[config.mk]
export PLATFORM = sky130hd
export DESIGN_NAME = stopwatch_controller
export DESIGN_NICKNAME = d
export VERILOG_FILES = /design/src/rtl/stopwatch_pkg.sv /design/src/rtl/stopwatch_controller_tick_prescaler.sv /design/src/rtl/stopwatch_controller.sv
export SDC_FILE = /design/constraint.sdc
export NUM_CORES = 1
export LEC_CHECK = 0
export BUFFER_PORTS_ARGS = -buffer_cell sky130_fd_sc_hd__buf_2
export CORE_UTILIZATION = 30
export CTS_BUF_LIST = sky130_fd_sc_hd__clkbuf_8
export DETAILED_ROUTE_END_ITERATION = 12
export HOLD_SLACK_MARGIN = 0.12
export PLACE_DENSITY = 0.52
export SYNTH_ARGS = -nofsm -noshare
export SYNTH_HDL_FRONTEND = slang
export SYNTH_SLANG_ARGS = --single-unit
[constraint.sdc]
create_clock -name clk_i -period 2.1 [get_ports clk_i]
set_input_delay 0.42 -clock clk_i [delete_from_list [all_inputs] [get_ports clk_i]]
set_output_delay 0.42 -clock clk_i [all_outputs]
set_load 0.02 [all_outputs]
[src/rtl/stopwatch_pkg.sv]
// Shared encodings and constants for the stopwatch controller and its prescaler.
package stopwatch_pkg;

    typedef enum logic [1:0] {
        ST_IDLE     = 2'd0,
        ST_RUNNING  = 2'd1,
        ST_PAUSED   = 2'd2,
        ST_EXPIRED  = 2'd3
    } sw_state_e;

    localparam logic [15:0] TERM_UP   = 16'h5959;
    localparam logic [15:0] TERM_DOWN = 16'h0000;

    function automatic int unsigned calc_tick_div(input int unsigned board_hz,
                                                  input int unsigned tick_hz);
        return board_hz / tick_hz;
    endfunction

endpackage

[src/rtl/stopwatch_controller_tick_prescaler.sv]
// Divider that emits a one-cycle tick every TICK_DIV enabled cycles; holds its count while idle.
module tick_prescaler #(
    parameter int unsigned TICK_DIV = 10
) (
    input  logic clk_i,
    input  logic rst_ni,
    input  logic run_i,
    input  logic clear_i,
    output logic tick_o
);

    localparam int unsigned CW = $clog2(TICK_DIV);
    localparam logic [CW-1:0] LAST = CW'(TICK_DIV - 1);

    logic [CW-1:0] cnt_q, cnt_d;

    always_comb begin
        cnt_d  = cnt_q;
        tick_o = 1'b0;
        if (clear_i) begin
            cnt_d = '0;
        end else if (run_i) begin
            if (cnt_q == LAST) begin
                cnt_d  = '0;
                tick_o = 1'b1;
            end else begin
                cnt_d = cnt_q + 1'b1;
            end
        end
    end

    always_ff @(posedge clk_i or negedge rst_ni) begin
        if (!rst_ni) cnt_q <= '0;
        else         cnt_q <= cnt_d;
    end

endmodule

[src/rtl/stopwatch_controller.sv]
// Button-driven control FSM for an MM:SS BCD stopwatch chain: run/pause, direction,
// preset reload, lap freeze and expiry alarm.
//   state    | meaning
//   IDLE     | stopped; direction follows up_down_sel, clear reloads the counter
//   RUNNING  | prescaler enabled, ticks sent to the counter chain
//   PAUSED   | ticks held, prescaler keeps its phase
//   EXPIRED  | counter reached its terminal value; alarm raised until acknowledged
module stopwatch_controller
    import stopwatch_pkg::*;
#(
    parameter int unsigned BOARD_CLOCK_FREQUENCY_IN_HZ = 100_000_000,
    parameter int unsigned TICK_FREQUENCY_IN_HZ        = 1,
    parameter int unsigned NUMBER_OF_DIGITS            = 4,
    parameter int unsigned NUMBER_OF_BITS_PER_DIGIT    = 4,
    localparam int unsigned NB = NUMBER_OF_DIGITS * NUMBER_OF_BITS_PER_DIGIT
) (
    input  logic          clk_i,
    input  logic          rst_ni,
    input  logic          btn_start_stop_i,
    input  logic          btn_lap_i,
    input  logic          btn_clear_i,
    input  logic          up_down_sel_i,
    input  logic [NB-1:0] preset_value_i,
    input  logic [NB-1:0] count_value_i,
    output logic          count_tick_o,
    output logic          count_up_down_o,
    output logic          count_load_o,
    output logic [NB-1:0] load_value_o,
    output logic [NB-1:0] display_value_o,
    output logic          lap_active_o,
    output logic          alarm_o,
    output logic [1:0]    state_o
);

    localparam int unsigned TICK_DIV =
        calc_tick_div(BOARD_CLOCK_FREQUENCY_IN_HZ, TICK_FREQUENCY_IN_HZ);
    localparam logic [NB-1:0] TERM_UP_V   = NB'(TERM_UP);
    localparam logic [NB-1:0] TERM_DOWN_V = NB'(TERM_DOWN);

    sw_state_e     state_q, state_d;
    logic          dir_q, dir_d;
    logic          load_q, load_d;
    logic [NB-1:0] load_val_q, load_val_d;
    logic          lap_act_q, lap_act_d;
    logic [NB-1:0] lap_val_q, lap_val_d;

    logic          ss, lap, clr;
    logic          at_term;
    logic [NB-1:0] reload_val;
    logic          pre_run, pre_clear, pre_tick;

    // Only the highest-priority button of a cycle is acted on.
    assign clr = btn_clear_i;
    assign ss  = btn_start_stop_i & ~btn_clear_i;
    assign lap = btn_lap_i & ~btn_start_stop_i & ~btn_clear_i;

    assign at_term    = (count_value_i == (dir_q ? TERM_UP_V : TERM_DOWN_V));
    assign reload_val = dir_q ? '0 : preset_value_i;

    // Holding the prescaler at TERM keeps a tick from stepping the value past it.
    assign pre_run = (state_q == ST_RUNNING) && !at_term;

    tick_prescaler #(.TICK_DIV(TICK_DIV)) u_prescaler (
        .clk_i  (clk_i),
        .rst_ni (rst_ni),
        .run_i  (pre_run),
        .clear_i(pre_clear),
        .tick_o (pre_tick)
    );

    always_comb begin
        state_d    = state_q;
        dir_d      = dir_q;
        load_d     = 1'b0;
        load_val_d = load_val_q;
        lap_act_d  = lap_act_q;
        lap_val_d  = lap_val_q;
        pre_clear  = 1'b0;
        unique case (state_q)
            ST_IDLE: begin
                dir_d = up_down_sel_i;
                if (clr) begin
                    load_d     = 1'b1;
                    load_val_d = reload_val;
                end else if (ss && !at_term) begin
                    state_d = ST_RUNNING;
                end
            end
            ST_RUNNING: begin
                if (at_term) begin
                    state_d = ST_EXPIRED;
                end else if (ss) begin
                    state_d = ST_PAUSED;
                end else if (lap) begin
                    lap_act_d = ~lap_act_q;
                    if (!lap_act_q) lap_val_d = count_value_i;
                end
            end
            ST_PAUSED: begin
                if (clr) begin
                    load_d     = 1'b1;
                    load_val_d = reload_val;
                    pre_clear  = 1'b1;
                    lap_act_d  = 1'b0;
                    state_d    = ST_IDLE;
                end else if (ss) begin
                    state_d = ST_RUNNING;
                end else if (lap) begin
                    lap_act_d = 1'b0;
                end
            end
            ST_EXPIRED: begin
                if (clr || ss) begin
                    load_d     = 1'b1;
                    load_val_d = reload_val;
                    pre_clear  = 1'b1;
                    lap_act_d  = 1'b0;
                    state_d    = ST_IDLE;
                end
            end
            default: state_d = ST_IDLE;
        endcase
    end

    always_ff @(posedge clk_i or negedge rst_ni) begin
        if (!rst_ni) begin
            state_q    <= ST_IDLE;
            dir_q      <= 1'b1;
            load_q     <= 1'b0;
            load_val_q <= '0;
            lap_act_q  <= 1'b0;
            lap_val_q  <= '0;
        end else begin
            state_q    <= state_d;
            dir_q      <= dir_d;
            load_q     <= load_d;
            load_val_q <= load_val_d;
            lap_act_q  <= lap_act_d;
            lap_val_q  <= lap_val_d;
        end
    end

    assign count_tick_o    = pre_tick;
    assign count_up_down_o = dir_q;
    assign count_load_o    = load_q;
    assign load_value_o    = load_val_q;
    assign display_value_o = lap_act_q ? lap_val_q : count_value_i;
    assign lap_active_o    = lap_act_q;
    assign alarm_o         = (state_q == ST_EXPIRED);
    assign state_o         = state_q;

endmodule
# Word-level counts from Yosys, hierarchy flattened
# Index checks and enable logic that the tools add are counted.
dict set report word_totals {
  elab_cells 77
  output_inout_bits 39
  reg_bits 64
}
dict set report op_classes {
  n_bitwise 8
  muxes 32
  addsub 1
  n_eq_ne 16
  reduce_logical 13
}
# cell n
set ops {}
lappend ops {{$mux W27} 3}
lappend ops {{$mux W16} 4}
lappend ops {{$pmux W16 S2} 1}
lappend ops {{$add A27 B1 Y27 const B} 1}
lappend ops {{$eq A27 B27 Y1 const B} 1}
lappend ops {{$eq A16 B15 Y1} 1}
lappend ops {{$mux W15} 1}
lappend ops {{$mux W2} 7}
lappend ops {{$mux W1} 12}
lappend ops {{$ne A3 B3 Y1 const B} 4}
lappend ops {{$ne A2 B2 Y1 const B} 5}
lappend ops {{$pmux W2 S4} 1}
lappend ops {{$reduce_and A7 Y1} 1}
lappend ops {{$not A1 Y1} 5}
lappend ops {{$reduce_and A5 Y1} 1}
lappend ops {{$eq A2 B2 Y1 const B} 2}
lappend ops {{$ne A2 B1 Y1 const B} 2}
lappend ops {{$pmux W1 S2} 2}
lappend ops {{$reduce_and A4 Y1} 1}
lappend ops {{$reduce_bool A2 Y1} 2}
lappend ops {{$and A1 B1 Y1} 3}
lappend ops {{$pmux W1 S3} 1}
lappend ops {{$reduce_and A3 Y1} 1}
lappend ops {{$reduce_bool A3 Y1} 1}
lappend ops {{other kinds (6)} 7}

# Depth between registers and ports, before layout
# Gate-level depths: netlist of run 1.
dict set report depth {
  ltp_word 7
  depth_mapped 7
  mapped_depth_nobuf 6
}

# Modules after synthesis
# Synthesis of run 1 repeated with hierarchy kept, for this count alone.
dict set report hier_totals {
  cells_unflattened 327
  hier_area_um2 3379.5
}
# mod cells_each seq_area_each_um2 area_per_inst_um2 n_inst
set modules_own_cells {}
lappend modules_own_cells {stopwatch_controller 165 927.1 1861.8 1}
lappend modules_own_cells {tick_prescaler 162 675.6 1517.7 1}

# Worst setup path before layout of run 1
# OpenSTA, ideal clock, no wires.
dict set report synth_path {
  path_type {input port to output port}
  from {in count_value_i[11]}
  to {out count_tick_o}
  path_stages 6
  required_ps 1680
  n_path_buf 2
  arrival_time_ps 1629
  setup_slack_ps 51
  cell_sequence {nor4_1 > nand3b_1 > a31oi_1 > buf_2 > buf_2 > nor2_1}
}
dict set report synth_between {
  elab_chain_cells 5
}
# element line_no
set synth_lines {}
lappend synth_lines {{start: declaration} stopwatch_controller.sv:24} ;# input logic [NB-1:0] count_value_i,
lappend synth_lines {{$eq A16 B15 Y1} stopwatch_controller.sv:57} ;# assign at_term = (count_value_i == (dir_q ? TERM_UP_V : TERM_DOWN_V));
lappend synth_lines {{$logic_not A1 Y1} stopwatch_controller.sv:61} ;# assign pre_run = (state_q == ST_RUNNING) && !at_term;
lappend synth_lines {{$logic_and A1 B1 Y1} stopwatch_controller.sv:61}
lappend synth_lines {{$mux W1} stopwatch_controller_tick_prescaler.sv:22} ;# end else if (run_i) begin
lappend synth_lines {{$mux W1} stopwatch_controller_tick_prescaler.sv:20} ;# if (clear_i) begin
lappend synth_lines {{end: declaration} stopwatch_controller.sv:25} ;# output logic count_tick_o,
# Every way passes these cells.

# Worst setup path in the final report of run 1
dict set report layout_path {
  from {reg dir_q (netlist: count_up_down_o)}
  to {out count_tick_o}
}
dict set report layout_between {
  elab_chain_cells 6
}
# element line_no
set layout_lines {}
lappend layout_lines {{start: declaration} stopwatch_controller.sv:41} ;# logic dir_q, dir_d;
lappend layout_lines {{start signal: assignment} stopwatch_controller.sv:135} ;# dir_q <= dir_d;
lappend layout_lines {{$mux W15} stopwatch_controller.sv:57}
lappend layout_lines {{$eq A16 B15 Y1} stopwatch_controller.sv:57}
lappend layout_lines {{$logic_not A1 Y1} stopwatch_controller.sv:61}
lappend layout_lines {{$logic_and A1 B1 Y1} stopwatch_controller.sv:61}
lappend layout_lines {{$mux W1} stopwatch_controller_tick_prescaler.sv:22}
lappend layout_lines {{$mux W1} stopwatch_controller_tick_prescaler.sv:20}
# Every way passes these cells.

==> flow_summary.json, run 1 <==
{
  "die_w_um": 109.7,
  "drtIter0Drc": 121,
  "seq_area_frac_synth": 0.4610,
  "grt.overflow.total": 0,
  "crit_end": "count_tick_o",
  "avgViaCountPerCell": 5.075,
  "io_buffers": 76,
  "slew_headroom": 0.5460,
  "powerDensity_nw_per_um2": 1011,
  "slew_violations": 0,
  "grt_usage": 0.1532,
  "post-route-min-period_ns": 2.160,
  "h-tree-depth": 3,
  "fin_nets": 491,
  "synth_seq_cells": 64,
  "setup_violations": 1,
  "synth-main-ff-cell": "dfrtp_1",
  "clock_sinks": 64,
  "clock_path_buffers": 2,
  "clk_pin_slew_worst_paths_ns": 0.08,
  "synth_area_per_cell_sq_um": 10.11,
  "io_pins": 77,
  "syn_to_final_growth_pct": 30.01,
  "synthesis.area_sq_um": 3477,
  "synth_top_cell_by_area": "dfrtp_1",
  "dpl.hpwl_mm": 6.087,
  "power_uw": 4571,
  "syn_inst": 344,
  "dp.cells": 573,
  "synth_most_common_cell": "dfrtp_1",
  "grt_start_max_net_pins": 27,
  "drtPass1Iterations": 4,
  "yosys.area.top_type_share": 0.4534,
  "peakVddDrop_uv": 564.5,
  "maxCapViolCount": 0,
  "core_area_sq_um": 11080,
  "grt_pass1_vias": 2930,
  "r2r.worst_path.cells": 6,
  "cp.required_ns": 1.68,
  "numCtsBuffers": 9,
  "drc": 0,
  "timing.critical_path.from": "count_up_down_o$_DFFE_PN1P_",
  "ys_warn_count": 0,
  "hold_viol": 0,
  "synthTopCellsByCount": "dfrtp_1 (63), nand2_1 (59), mux2_2 (31)",
  "start_kind": "flip-flop",
  "finClkSkew_ns": 0.009147,
  "start_util": 0.3139,
  "worst_r2r_endpoint": "u_prescaler.cnt_q[9]$_DFFE_PN0P_",
  "synth_cell_type_count": 55,
  "routedWlPerCell_um": 14.41,
  "reg2reg_setup_slack_ns": 0.13,
  "violations": "negative setup slack",
  "cp.arrival_ns": 1.74,
  "dieArea_sq_um": 12030,
  "grt_antenna_before_repair": 0,
  "rows": 38,
  "num_vias": 3030,
  "fin_crit_sh": 1.029,
  "grt_pass1_wl_mm": 14.15,
  "antenna_cells": 0,
  "clkLatencyLatePin_ns": 0.36,
  "worstPathMaxFanout": 4,
  "fin_ws_ns": -0.05989,
  "p_leak_uw": 0.002074,
  "cts_tree": "yes",
  "worstMarginPinSlew_ns": 0.6810,
  "wl_mm": 8.605,
  "die_h_um": 109.7,
  "min_path_type": "in2async",
  "syn_nets": 383,
  "r2r_start": "state_o[1]$_DFFE_PN0P_",
  "layout-drive-gt1-share": 0.4026,
  "antenna_left": 0,
  "root_buffer": "clkbuf_8",
  "fin_cells": 597,
  "routabilityCongestion": 0.7848,
  "path_class": "reg2out",
  "synth_edf_count": 0,
  "grt_setup_unrepaired": "yes",
  "fmax_ghz": 0.4630,
  "outcome": "finished, violations left",
  "synthArstFlopShare": 1.000,
  "synth_area_leaders": "dfrtp_1 (45%), mux2_2 (10%), nand2_1 (6.4%)",
  "endpoint_kind": "output pin"
}
## where the power goes
part,switching [uW],internal (uW),total [uW]
sequential,190,1520,1710
combinational,1000,750,1750
clock,548,560,1110
## timing repair
action,4_1_cts,5_1_grt
buffers inserted,5,3
resized for setup,8,1
endpoints found under the setup margin,17,3
hold buffers,0,0
pin swaps,1,4
## worst min path at each step
stage	start	end	slack [ns]	depth (start not counted)
finish	rst_ni	u_prescaler.cnt_q[8]$_DFFE_PN0P_	0.1	1
detailed placement	load_value_o[6]$_DFFE_PN0P_	load_value_o[6]$_DFFE_PN0P_	0.45	2
CTS	rst_ni	u_prescaler.cnt_q[8]$_DFFE_PN0P_	0.12	1
floorplan	rst_ni	count_load_o$_DFF_PN0_	0.12	0
global placement	load_value_o[5]$_DFFE_PN0P_	load_value_o[5]$_DFFE_PN0P_	0.45	2
global route	rst_ni	u_prescaler.cnt_q[8]$_DFFE_PN0P_	0.14	1
## cell type report
cell class / count / area, sq um
clock buffer: 9 / 123.9
timing repair buffer: 114 / 718.2
fill: 1127 / 6558
inverter: 7 / 26.28
tap: 140 / 175.2
sequential: 64 / 1603
clock inverter: 7 / 80.08
multi-input combinational: 256 / 1794
## state kept, by name, indices dropped and copies added, names as in the netlist
signal and cells:
count_load_o 1, u_prescaler.cnt_q 27, lap_val_q 16, load_value_o 16, state_o 2, count_up_down_o 1
lap_active_o 1
## cells by family after synthesis
group,synth area share
compound gates,0.1209
fa+ha+maj,0.003598
simple gates,0.2652
mux,0.1097
buf+inv,0.03958
flops,0.4610
## per-stage QoR
| step | hold WS (ns) | setup slack [ns] | TNS, ns | utilization | area, sq um |
|---|---|---|---|---|---|
| after floorplan | 0.1244 | 0.05118 | 0 | - | 3477 |
| after global placement | 0.4452 | -0.2333 | -4.470 | 0.3771 | 4178 |
| after detailed placement | 0.4526 | -0.2658 | -4.703 | 0.3771 | 4178 |
| after CTS | 0.1201 | -0.07681 | -0.07681 | 0.4043 | 4479 |
| after global routing | 0.1387 | -0.1516 | -0.1516 | 0.4081 | 4521 |
| final | 0.09752 | -0.05989 | -0.05989 | 0.4081 | 4521 |
## layout by cell type, fill, tap and decap left out, drive strengths merged, types with 4 or more instances in the layout
cell	Yosys	routed
a21oi	23	23
buf	7	114
clkbuf	10	9
dfrtp	63	63
inv	6	8
mux2	33	33
nand2	59	59
nand3	14	14
nand3b	20	20
nand4	10	10
nor2	9	9
nor3	4	4
nor4	9	9
o21ai	13	13
o31ai	9	9
o32ai	6	6
or3	8	8
or4	8	8
## worst max-delay path, cell delays in order, from the launching register on
cell and delay [ns]:
dfstp_2 0.54, buf_4 0.10, nand3_1 0.11, buf_4 0.18
a31oi_4 0.23, nor2_2 0.08, buf_4 0.16
## routing by layer
| metal | routed length, um | part of all wire | global-route usage | vias to the layer above |
|---|---|---|---|---|
| met3 | 465 | 0.054 | 0.03616 | 11 |
| met1 | 4141 | 0.48 | 0.1991 | 1461 |
| met5 | 0 | 0 | 0 | - |
| met2 | 3847 | 0.45 | 0.2403 | 71 |
| met4 | 150 | 0.017 | 0.07143 | 0 |
| li1 | - | - | - | 1487 |
Power figures use the tool's default switching activity.
==> run 2: changes to the inputs <==
SYNTH_HIERARCHICAL = 1   (was default)
==> flow_summary.json, run 2 <==
{
  "endpoint_kind": "output pin",
  "worstPathMaxFanout": 2,
  "die_h_um": 108.1,
  "post-route-min-period_ns": 2.394,
  "p_leak_uw": 0.002285,
  "maxCapViolCount": 0,
  "cpPeakStageDelay_ns": 0.55,
  "slew_headroom": 0.6826,
  "synthXorXnorAreaFrac": 0.04924,
  "fin_area_sq_um": 4783,
  "yosys.area_share.simple": 0.2618,
  "grt_pass1_wl_mm": 15.01,
  "routabilityCongestion": 0.7395,
  "violations": "negative setup slack",
  "drtIter0Drc": 134,
  "crit_chain": "inv_4 -> and3_4 -> o211ai_4 -> and2_4 -> and4_4 -> nand3_4 -> nor3_4 -> buf_6",
  "h-tree-depth": 3,
  "die_w_um": 108.1,
  "avgViaCountPerCell": 4.953,
  "dpl_worst_slack_ns": -0.3713,
  "top_register": "u_prescaler/cnt_q",
  "grt_start_max_net_pins": 65,
  "synth_most_common_cell": "dfrtp_1",
  "fmax_ghz": 0.4177,
  "final_cell_mix": "buf_2 (75), dfrtp_1 (63), nand2_1 (46)",
  "synth-main-ff-cell": "dfrtp_1",
  "clock_sinks": 64,
  "grt_usage": 0.1660,
  "io_buffers": 76,
  "synth_top_family_by_area": "simple AND/OR/NAND/NOR gates",
  "antenna_cells": 0,
  "synth_edf_count": 0,
  "start_util": 0.3104,
  "root_buffer": "clkbuf_8",
  "synth_compound_area_frac": 0.05628,
  "num_vias": 2952,
  "grt_antenna_before_repair": 0,
  "rows": 38,
  "synthesis.area_sq_um": 3379,
  "synth_seq_cells": 64,
  "outcome": "finished, violations left",
  "cts_tree": "yes",
  "slew_violations": 0,
  "grt_setup_unrepaired": "yes",
  "dp.cells": 560,
  "grt.overflow.total": 0,
  "wl_mm": 8.731,
  "synth_top_cell_by_area": "dfrtp_1",
  "fin_crit_sh": 1.140,
  "ys_warn_count": 6,
  "syn_inst": 327,
  "fin_ws_ns": -0.2940,
  "synth_area_leaders": "dfrtp_1 (47%), mux2_1 (7.3%), nand2_1 (5.1%)",
  "powerDensity_nw_per_um2": 940.0,
  "clock_path_buffers": 2,
  "fillers": 1035,
  "antenna_left": 0,
  "dpl.hpwl_mm": 5.800,
  "core_area_sq_um": 10890,
  "fin_nets": 490,
  "path_class": "reg2out",
  "numCtsBuffers": 9,
  "io_pins": 77,
  "layout_commonest_cell": "buf_2",
  "cp.arrival_ns": 1.97,
  "clk_pin_slew_worst_paths_ns": 0.07,
  "layout-drive-gt1-share": 0.4320,
  "synth_area_per_cell_sq_um": 10.33,
  "synthArstFlopShare": 1.000,
  "grt_pass1_vias": 3046,
  "synthTopCellsByCount": "dfrtp_1 (63), nand2_1 (46), nand3_1 (29)",
  "tns_ns": -4.595,
  "start_kind": "flip-flop",
  "dieArea_sq_um": 11690,
  "placed_cell_area_sq_um": 4175,
  "fin_cells": 596,
  "slowest_stage": "dfstp_2",
  "synth_cell_type_count": 54,
  "clkLatencyLatePin_ns": 0.35,
  "hold_viol": 0,
  "min_path_type": "in2reg",
  "setup_violations": 21,
  "holdWs_ns": 0.3024,
  "peakVddDrop_uv": 523.7,
  "drtPass1Iterations": 4,
  "routedWlPerCell_um": 14.65,
  "yosys.area.top_type_share": 0.4665,
  "finClkSkew_ns": 0.008443,
  "worstMarginPinSlew_ns": 0.4717,
  "cp.required_ns": 1.68,
  "seq_area_frac_synth": 0.4743,
  "synth-adder-area-share": 0.003702,
  "syn_to_final_growth_pct": 41.54,
  "synth_mux_area_frac": 0.1266,
  "drc": 0,
  "syn_nets": 366,
  "largest_reg_flops": 27
}
-- run 2: cell types whose count changed after synthesis, sizes merged, moves of 7 or more --
| cell | before | now |
|---|---|---|
| o31ai | 9 | 2 |
| nand3b | 20 | 1 |
| a21oi | 23 | 6 |
| xor2 | 0 | 15 |
| nor2 | 9 | 28 |
| nand3 | 14 | 31 |
| or4 | 8 | 1 |
| nand2 | 59 | 48 |
| or3 | 8 | 1 |
-- run 2: metal layers --
layer | GRT usage | share of wire
met5 | 0 | 0
met4 | 0.06360 | 0.011
met3 | 0.04280 | 0.054
met2 | 0.2693 | 0.48
met1 | 0.2112 | 0.45
-- run 2: layout make-up --
class,instances,area (sq um),area share
clock inverters,7,71.32,0.01491
repair buffers,127,914.6,0.1912
multi-input cells,247,1886,0.3942
flip-flops and latches,64,1603,0.3351
well taps,140,175.2,0.03662
inverters,2,10.01,0.002093
clock buffers,9,123.9,0.02590
-- run 2: worst paths after layout --
check / startpoint / end / slack [ns] / cells past startpoint
max in group asynchronous: rst_ni / count_up_down_o$_DFFE_PN1N_ / 1.15 / 3
min in group asynchronous: rst_ni / u_prescaler/cnt_q[24]$_DFFE_PN0P_ / 0.63 / 3
hold reg to reg: load_value_o[9]$_DFFE_PN0P_ / load_value_o[9]$_DFFE_PN0P_ / 0.47 / 2
hold / removal: preset_value_i[10] / load_value_o[10]$_DFFE_PN0P_ / 0.30 / 3
setup reg to reg: count_up_down_o$_DFFE_PN1N_ / u_prescaler/cnt_q[9]$_DFFE_PN0P_ / -0.29 / 14
setup / recovery: count_up_down_o$_DFFE_PN1N_ / count_tick_o / -0.29 / 8
-- run 2: cell families after synthesis --
logic type | after synthesis
and+or+nand+nor | 165
DFF | 64
muxes | 35
AOI/OAI and AO/OA | 27
xor gates and xnor gates | 19
buffers and inverters | 16
adders and majority gates | 1
-- run 2: what timing repair did --
action                     in CTS  in global routing
resized for setup              39                 11
setup endpoints to repair      22                 25
cloned                          3                  0
hold buffers                    1                  0
hold endpoints to repair       63                  0
buffers inserted               16                  5
pin swaps                      27                 16
-- run 2: report_power, final --
group / total [uW] / switching (uW) / internal (uW)
registers: 1710 / 171 / 1540
logic: 1720 / 947 / 775
clock network: 1060 / 511 / 549
-- run 2: stage by stage --
step / utilization / total power, uW
after floorplan: - / 2751
after global placement: 0.3835 / 3300
after detailed placement: 0.3835 / 3319
after CTS: 0.4354 / 4545
after global routing: 0.4393 / 4797
final: 0.4393 / 4496
-- run 2: worst max-delay path: cells and delay by family (launching register included) --
kind	cells	cell delay, ns
flops	1	0.55
compound gates	1	0.16
simple gates	5	0.76
buf+inv	2	0.17
